## src/rtl/ppc_bus_arbiter.sv

```systemverilog
// rtl/ppc_bus_arbiter.sv - 60x-style bus arbiter: round-robin address grants, queued data tenures
module ppc_bus_arbiter #(
    parameter int NUM_MASTERS   = 2,
    parameter int QDEPTH        = 2,
    parameter int GRANT_TIMEOUT = 15
) (
    input  logic                   CLK,
    input  logic                   HRESET_N,
    input  logic [0:NUM_MASTERS-1] BR,
    input  logic                   TS,
    input  logic [0:4]             TT,
    input  logic                   TBST,
    input  logic                   AACK,
    input  logic                   ARTRY,
    input  logic                   TA,
    output logic [0:NUM_MASTERS-1] BG,
    output logic [0:NUM_MASTERS-1] DBG,
    output logic                   ABUSY,
    output logic                   QFULL
);

    localparam int IW = $clog2(NUM_MASTERS);
    localparam int QW = (QDEPTH > 1) ? $clog2(QDEPTH) : 1;
    localparam int CW = $clog2(QDEPTH + 1);
    localparam int TW = (GRANT_TIMEOUT > 1) ? $clog2(GRANT_TIMEOUT) : 1;

    typedef enum logic [1:0] {A_IDLE, A_GRANT, A_TENURE, A_RTRY} a_state_t;
    typedef enum logic [1:0] {D_IDLE, D_GRANT, D_XFER} d_state_t;

    a_state_t a_state, a_next;
    d_state_t d_state, d_next;

    logic [IW-1:0]          ptr, gnt_id, ten_id, pick_id, bg_sel, idx_v;
    logic                   any_req, ten_burst, ten_data, tmo_done;
    logic [TW-1:0]          tmo_cnt;
    logic [0:NUM_MASTERS-1] bg_d, dbg_d, bg_q, dbg_q;
    int                     idx;

    logic [IW-1:0] q_id    [QDEPTH];
    logic          q_burst [QDEPTH];
    logic [QW-1:0] wr_ptr, rd_ptr;
    logic [CW-1:0] count;
    logic          push, push_ok, pop, empty;
    logic [2:0]    beat_cnt;

    // Address-only/other TT bits carry no meaning for arbitration
    logic unused_tt;
    assign unused_tt = ^{TT[0:2], TT[4]};

    // Scan ptr+1 .. ptr+N; iterating downwards lets the nearest requester win
    always_comb begin
        any_req = 1'b0;
        pick_id = '0;
        idx     = 0;
        idx_v   = '0;
        for (int i = NUM_MASTERS; i >= 1; i--) begin
            idx = int'(ptr) + i;
            if (idx >= NUM_MASTERS) idx = idx - NUM_MASTERS;
            idx_v = IW'(idx);
            if (!BR[idx_v]) begin
                any_req = 1'b1;
                pick_id = idx_v;
            end
        end
    end

    assign tmo_done = (tmo_cnt == TW'(GRANT_TIMEOUT - 1));

    always_ff @(posedge CLK or negedge HRESET_N) begin
        if (!HRESET_N) begin
            a_state   <= A_IDLE;
            ptr       <= '0;
            gnt_id    <= '0;
            ten_id    <= '0;
            ten_burst <= 1'b0;
            ten_data  <= 1'b0;
            tmo_cnt   <= '0;
            bg_q      <= '1;
        end else begin
            a_state <= a_next;
            bg_q    <= bg_d;
            tmo_cnt <= (a_state == A_GRANT) ? tmo_cnt + 1'b1 : '0;
            if (a_state == A_IDLE && a_next == A_GRANT)
                gnt_id <= pick_id;
            if (a_state == A_GRANT && !TS) begin
                ptr       <= gnt_id;
                ten_id    <= gnt_id;
                ten_burst <= !TBST;
                ten_data  <= TT[3];
            end
        end
    end

    always_comb begin
        a_next = a_state;
        case (a_state)
            A_IDLE:   if (any_req && !QFULL) a_next = A_GRANT;
            A_GRANT: begin
                if (!TS)              a_next = A_TENURE;
                else if (BR[gnt_id])  a_next = A_IDLE;
                else if (tmo_done)    a_next = A_IDLE;
            end
            A_TENURE: if (!AACK) a_next = A_RTRY;
            A_RTRY:   a_next = A_IDLE;
            default:  a_next = A_IDLE;
        endcase
    end

    always_comb begin
        bg_sel = (a_state == A_IDLE) ? pick_id : gnt_id;
        bg_d   = '1;
        if (a_next == A_GRANT) bg_d[bg_sel] = 1'b0;
        ABUSY  = (a_state == A_TENURE) || (a_state == A_RTRY);
        push   = (a_state == A_RTRY) && ARTRY && ten_data;
    end

    // Pending data tenures, one entry per accepted address tenure
    assign empty   = (count == '0);
    assign QFULL   = (count == CW'(QDEPTH));
    assign push_ok = push && (!QFULL || pop);

    always_ff @(posedge CLK) begin
        if (push_ok) begin
            q_id[wr_ptr]    <= ten_id;
            q_burst[wr_ptr] <= ten_burst;
        end
    end

    always_ff @(posedge CLK or negedge HRESET_N) begin
        if (!HRESET_N) begin
            wr_ptr <= '0;
            rd_ptr <= '0;
            count  <= '0;
        end else begin
            if (push_ok) wr_ptr <= (wr_ptr == QW'(QDEPTH - 1)) ? '0 : wr_ptr + 1'b1;
            if (pop)     rd_ptr <= (rd_ptr == QW'(QDEPTH - 1)) ? '0 : rd_ptr + 1'b1;
            case ({push_ok, pop})
                2'b10:   count <= count + 1'b1;
                2'b01:   count <= count - 1'b1;
                default: count <= count;
            endcase
        end
    end

    always_ff @(posedge CLK or negedge HRESET_N) begin
        if (!HRESET_N) begin
            d_state  <= D_IDLE;
            beat_cnt <= '0;
            dbg_q    <= '1;
        end else begin
            d_state <= d_next;
            dbg_q   <= dbg_d;
            if (d_state == D_IDLE && d_next == D_GRANT)
                beat_cnt <= q_burst[rd_ptr] ? 3'd4 : 3'd1;
            else if (d_state != D_IDLE && !TA)
                beat_cnt <= beat_cnt - 1'b1;
        end
    end

    always_comb begin
        d_next = d_state;
        case (d_state)
            D_IDLE:  if (!empty) d_next = D_GRANT;
            D_GRANT: if (!TA) d_next = (beat_cnt == 3'd1) ? D_IDLE : D_XFER;
            D_XFER:  if (!TA && beat_cnt == 3'd1) d_next = D_IDLE;
            default: d_next = D_IDLE;
        endcase
    end

    always_comb begin
        pop   = (d_state != D_IDLE) && !TA && (beat_cnt == 3'd1);
        dbg_d = '1;
        if (d_next == D_GRANT) dbg_d[q_id[rd_ptr]] = 1'b0;
    end

    assign BG  = bg_q;
    assign DBG = dbg_q;

endmodule

```

## config.mk

```make
export PLATFORM = sky130hd
export DESIGN_NAME = ppc_bus_arbiter
export DESIGN_NICKNAME = d
export VERILOG_FILES = /design/src/rtl/ppc_bus_arbiter.sv
export SDC_FILE = /design/constraint.sdc
export NUM_CORES = 1
export LEC_CHECK = 0
export BUFFER_PORTS_ARGS = -buffer_cell sky130_fd_sc_hd__buf_2
export CAP_MARGIN = 40
export CELL_PAD_IN_SITES_DETAIL_PLACEMENT = 1
export CELL_PAD_IN_SITES_GLOBAL_PLACEMENT = 2
export CORE_AREA = 2 2 62 64
export DETAILED_ROUTE_END_ITERATION = 10
export DIE_AREA = 0 0 64 66
export PLACE_DENSITY = 0.72
export RECOVER_POWER = 25
export SYNTH_ARGS = -nofsm -noshare
export SYNTH_HDL_FRONTEND = slang
export SYNTH_SLANG_ARGS = --single-unit
```

## constraint.sdc

```tcl
create_clock -name CLK -period 1.7 [get_ports CLK]
set_input_delay 0.085 -clock CLK [delete_from_list [all_inputs] [get_ports CLK]]
set_output_delay 0.085 -clock CLK [all_outputs]
set_load 0.02 [all_outputs]
```

==> impl_metrics.tcl <==
set metrics [dict create \
    outcome "finished clean" \
    timing.critical_path.cells "inv_2 > ha_4 > nand2b_4 > o21ai_4 > nand2_2 > ha_4 > xnor2_2 > nor2_1 > xor2_1" \
    route.detailed.wl_per_inst_um 13.39 \
    clkTransAtPathRegs_ps 150 \
    area_delta_synth_final_pct 26.65 \
    dieArea_sq_um 4224 \
    max-vdd-ir-drop_uv 690.7 \
    drv_cap 0 \
    yosys_register_bits 27 \
    end_kind "flop" \
    fin_crit_sh 0.9324 \
    synthCells 103 \
    crit_path_max_fanout 3 \
    synth.yosys.seq_area_share 0.5674 \
    timing.critical_path.mode_cell "ha_4" \
    place.detailed.hpwl_um 1917 \
    finalCriticalPeriod_ps 1585 \
    tightest_hold_check_type "primary input to flop" \
    max_freq_mhz 630.9 \
    ctsLongestPathBuffers 2 \
    synth_async_sr_flop_share 0.8519 \
    drtAntennaViolNets 0 \
    synth_nets 122 \
    fin_ws_ps 115.0 \
    vias 876 \
    post-route-util 0.4405 \
    worst-endpoint-arrival_ps 1850 \
    timing.final.max_slew_violations 0 \
    cpMaxStageDelayCell "dfrtp_1" \
    die_x_um 64 \
    cts_tree "done" \
    first_global_vias 965 \
    grt_antenna_before_repair 0 \
    netlist_area_sq_um 1235 \
    yosys.area.top_type "dfrtp_1" \
    synth_enable_flop_cells 4 \
    critPathBufInv 1 \
    num_io_pins 20 \
    grt_util_met2 0.2487 \
    initial_core_util 0.3478 \
    gr-total-overflow 0 \
    cp.required_ps 1960 \
    global_route.usage.met3 0.02044 \
    cts_root_buf "clkbuf_4" \
    setup_viol_count_final 0 \
    cts.htree.levels 1 \
    static-leakage-power_uw 0.0006912 \
    number_of_fill_cells 385 \
    chipHeight_um 66 \
    drt-total-wl_um 2450 \
    detailedPlace.worstSlack_ps 2.821 \
    drtIter0Drc 28 \
    synth.lib_cells_used.distinct 36 \
    antenna_cells 0 \
    syn_area_per_cell_sq_um 11.99 \
    hold_viol_final 0 \
    placed_cell_area_sq_um 1419 \
    seq_area_sq_um 700.7 \
    busiest_layer "met2" \
    cp_top_family "flip-flops" \
    multiInputGateArea_sq_um 550.5 \
    design_area_sq_um 1564 \
    worst_pin_slew_ps 1246 \
    io_buffers 15 \
    ys_warn_count 0 \
    drt_pre_antenna_iters 3 \
    design.core.area_sq_um 3551 \
    power_density_nw_per_um2 1679 \
    synth.top_cells.by_area "dfrtp_1 39%, edfxtp_1 9.7%, dfstp_2 8.5%" \
    tritoncts.num_buffers 3 \
    grt_first_pass_wirelength_um 4278 \
    max_slew_margin 0.1696 \
    globalRouteTotalUtil 0.1323 \
    finalWeightedCongestion 0.7382 \
    clk-insertion-delay-late_ps 320 \
    post_drt_via_cell_ratio 4.787 \
    setup.worst_path.class "flop to flop" \
    yosys_most_used_dff "dfrtp_1" \
    row_count 22 \
    layout-drive-gt1-share 0.3778 \
    clock-sinks 27 \
    synth_top_cell_area_share 0.3850 \
    fin_worst_skew_ps 15.81 \
    cpPeakStageDelay_ps 410 \
    pin_count_of_the_biggest_net_entering_global_routing 24 \
    power_uw 2625 \
    use_met1 0.1491 \
    nets 155 \
    setup.worst_path.start_class "flop" \
    final.setup.tns_ps 0 \
    detailed_route_drc_error_count 0 \
]
kinds of logic (layout without fill, tap and decap cells):
| group | Yosys count | count (layout) | share of synthesized area |
|---|---|---|---|
| and+or+nand+nor | 32 | 32 | 0.1348 |
| DFF | 27 | 27 | 0.5674 |
| AOI/OAI and AO/OA | 16 | 16 | 0.1054 |
| buffers and inverters | 9 | 41 | 0.03039 |
| xor gates and xnor gates | 7 | 7 | 0.04965 |
| muxes | 7 | 7 | 0.06180 |
| adders and majority gates | 5 | 5 | 0.05066 |
registers in the layout, indices dropped and copies added, names as in the netlist:
name / cells
q_burst: 2
wr_ptr: 1
q_id: 2
ten_burst: 1
ten_id: 1
a_state: 2
rd_ptr: 1
gnt_id: 1
count: 2
beat_cnt: 3
BG: 2
ten_data: 1
tmo_cnt: 4
DBG: 2
d_state: 2
synthesized netlist by cell type (2+ instances only):
cell / instances
ha_1: 5
xnor2_1: 4
o21ai_0: 3
dfstp_2: 4
dfrtp_1: 19
a21oi_1: 3
nand3_1: 2
nor3_1: 3
o21ai_1: 2
edfxtp_1: 4
nor2_1: 12
xor2_1: 3
nand2_1: 4
mux2i_1: 2
nand2b_1: 3
mux2_2: 5
inv_1: 6
through the flow:
step	hold WS, ps	cells
4_1_cts	21.08	181
3_5_place_dp	100.8	172
5_1_grt	27.29	183
3_3_place_gp	96.52	172
2_1_floorplan	-210.6	103
6_report	36.38	183
cell type report:
| cell class | count | area share |
|---|---|---|
| flip-flops and latches | 27 | 0.4480 |
| multi-input cells | 67 | 0.3520 |
| repair buffers | 30 | 0.1272 |
| well taps | 48 | 0.03840 |
| inverters | 7 | 0.01680 |
| clock buffers | 3 | 0.01440 |
| clock inverters | 1 | 0.003200 |
metal layers:
layer,routed length (um),up-vias
met2,1373,16
met1,974,442
met5,0,-
li1,-,416
met4,12,0
met3,88,2
cell usage in the layout (no fill, tap or decap), types with 4 or more instances in the layout:
master and count:
buf_2 14, buf_4 10, dfrtp_1 19, dfstp_2 4
dlygate4sd3_1 5, edfxtp_1 4, inv_1 5, mux2_2 5
nor2_1 12
timing repair:
item / in CTS / in global routing
setup buffers: 0 / 2
pin swaps: 1 / 4
hold buffers: 5 / 0
setup endpoints to repair: 1 / 4
endpoints found under the hold margin: 22 / 0
gates resized for setup: 1 / 9
power by group:
part	switching, uW	leakage [uW]	total (uW)	internal (uW)
Clock	184	0.0000177	272	88.1
Sequential	174	0.000316	1110	939
Combinational	636	0.000358	1240	606
Total	993	0.000691	2630	1630
final timing paths:
| path | from | endpoint | cells after the start | slack (ps) |
|---|---|---|---|---|
| setup / recovery | beat_cnt[1]$_DFFE_PN0P_ | count[1]$_DFFE_PN0P_ | 9 | 110 |
| hold / removal | TA | d_state[1]$_DFF_PN0_ | 3 | 40 |
| setup reg to reg | beat_cnt[1]$_DFFE_PN0P_ | count[1]$_DFFE_PN0P_ | 9 | 110 |
| hold reg to reg | tmo_cnt[0]$_DFF_PN0_ | tmo_cnt[0]$_DFF_PN0_ | 1 | 500 |
| max in group asynchronous | HRESET_N | a_state[0]$_DFF_PN0_ | 2 | 430 |
| min in group asynchronous | HRESET_N | d_state[0]$_DFF_PN0_ | 2 | 530 |
tightest hold or removal path: cells and delay by family:
family | cells | cell delay [ps]
buffers and inverters | 1 | 110
AND/OR/NAND/NOR | 2 | 120
Note: power is estimated with default switching activity, not from simulation.
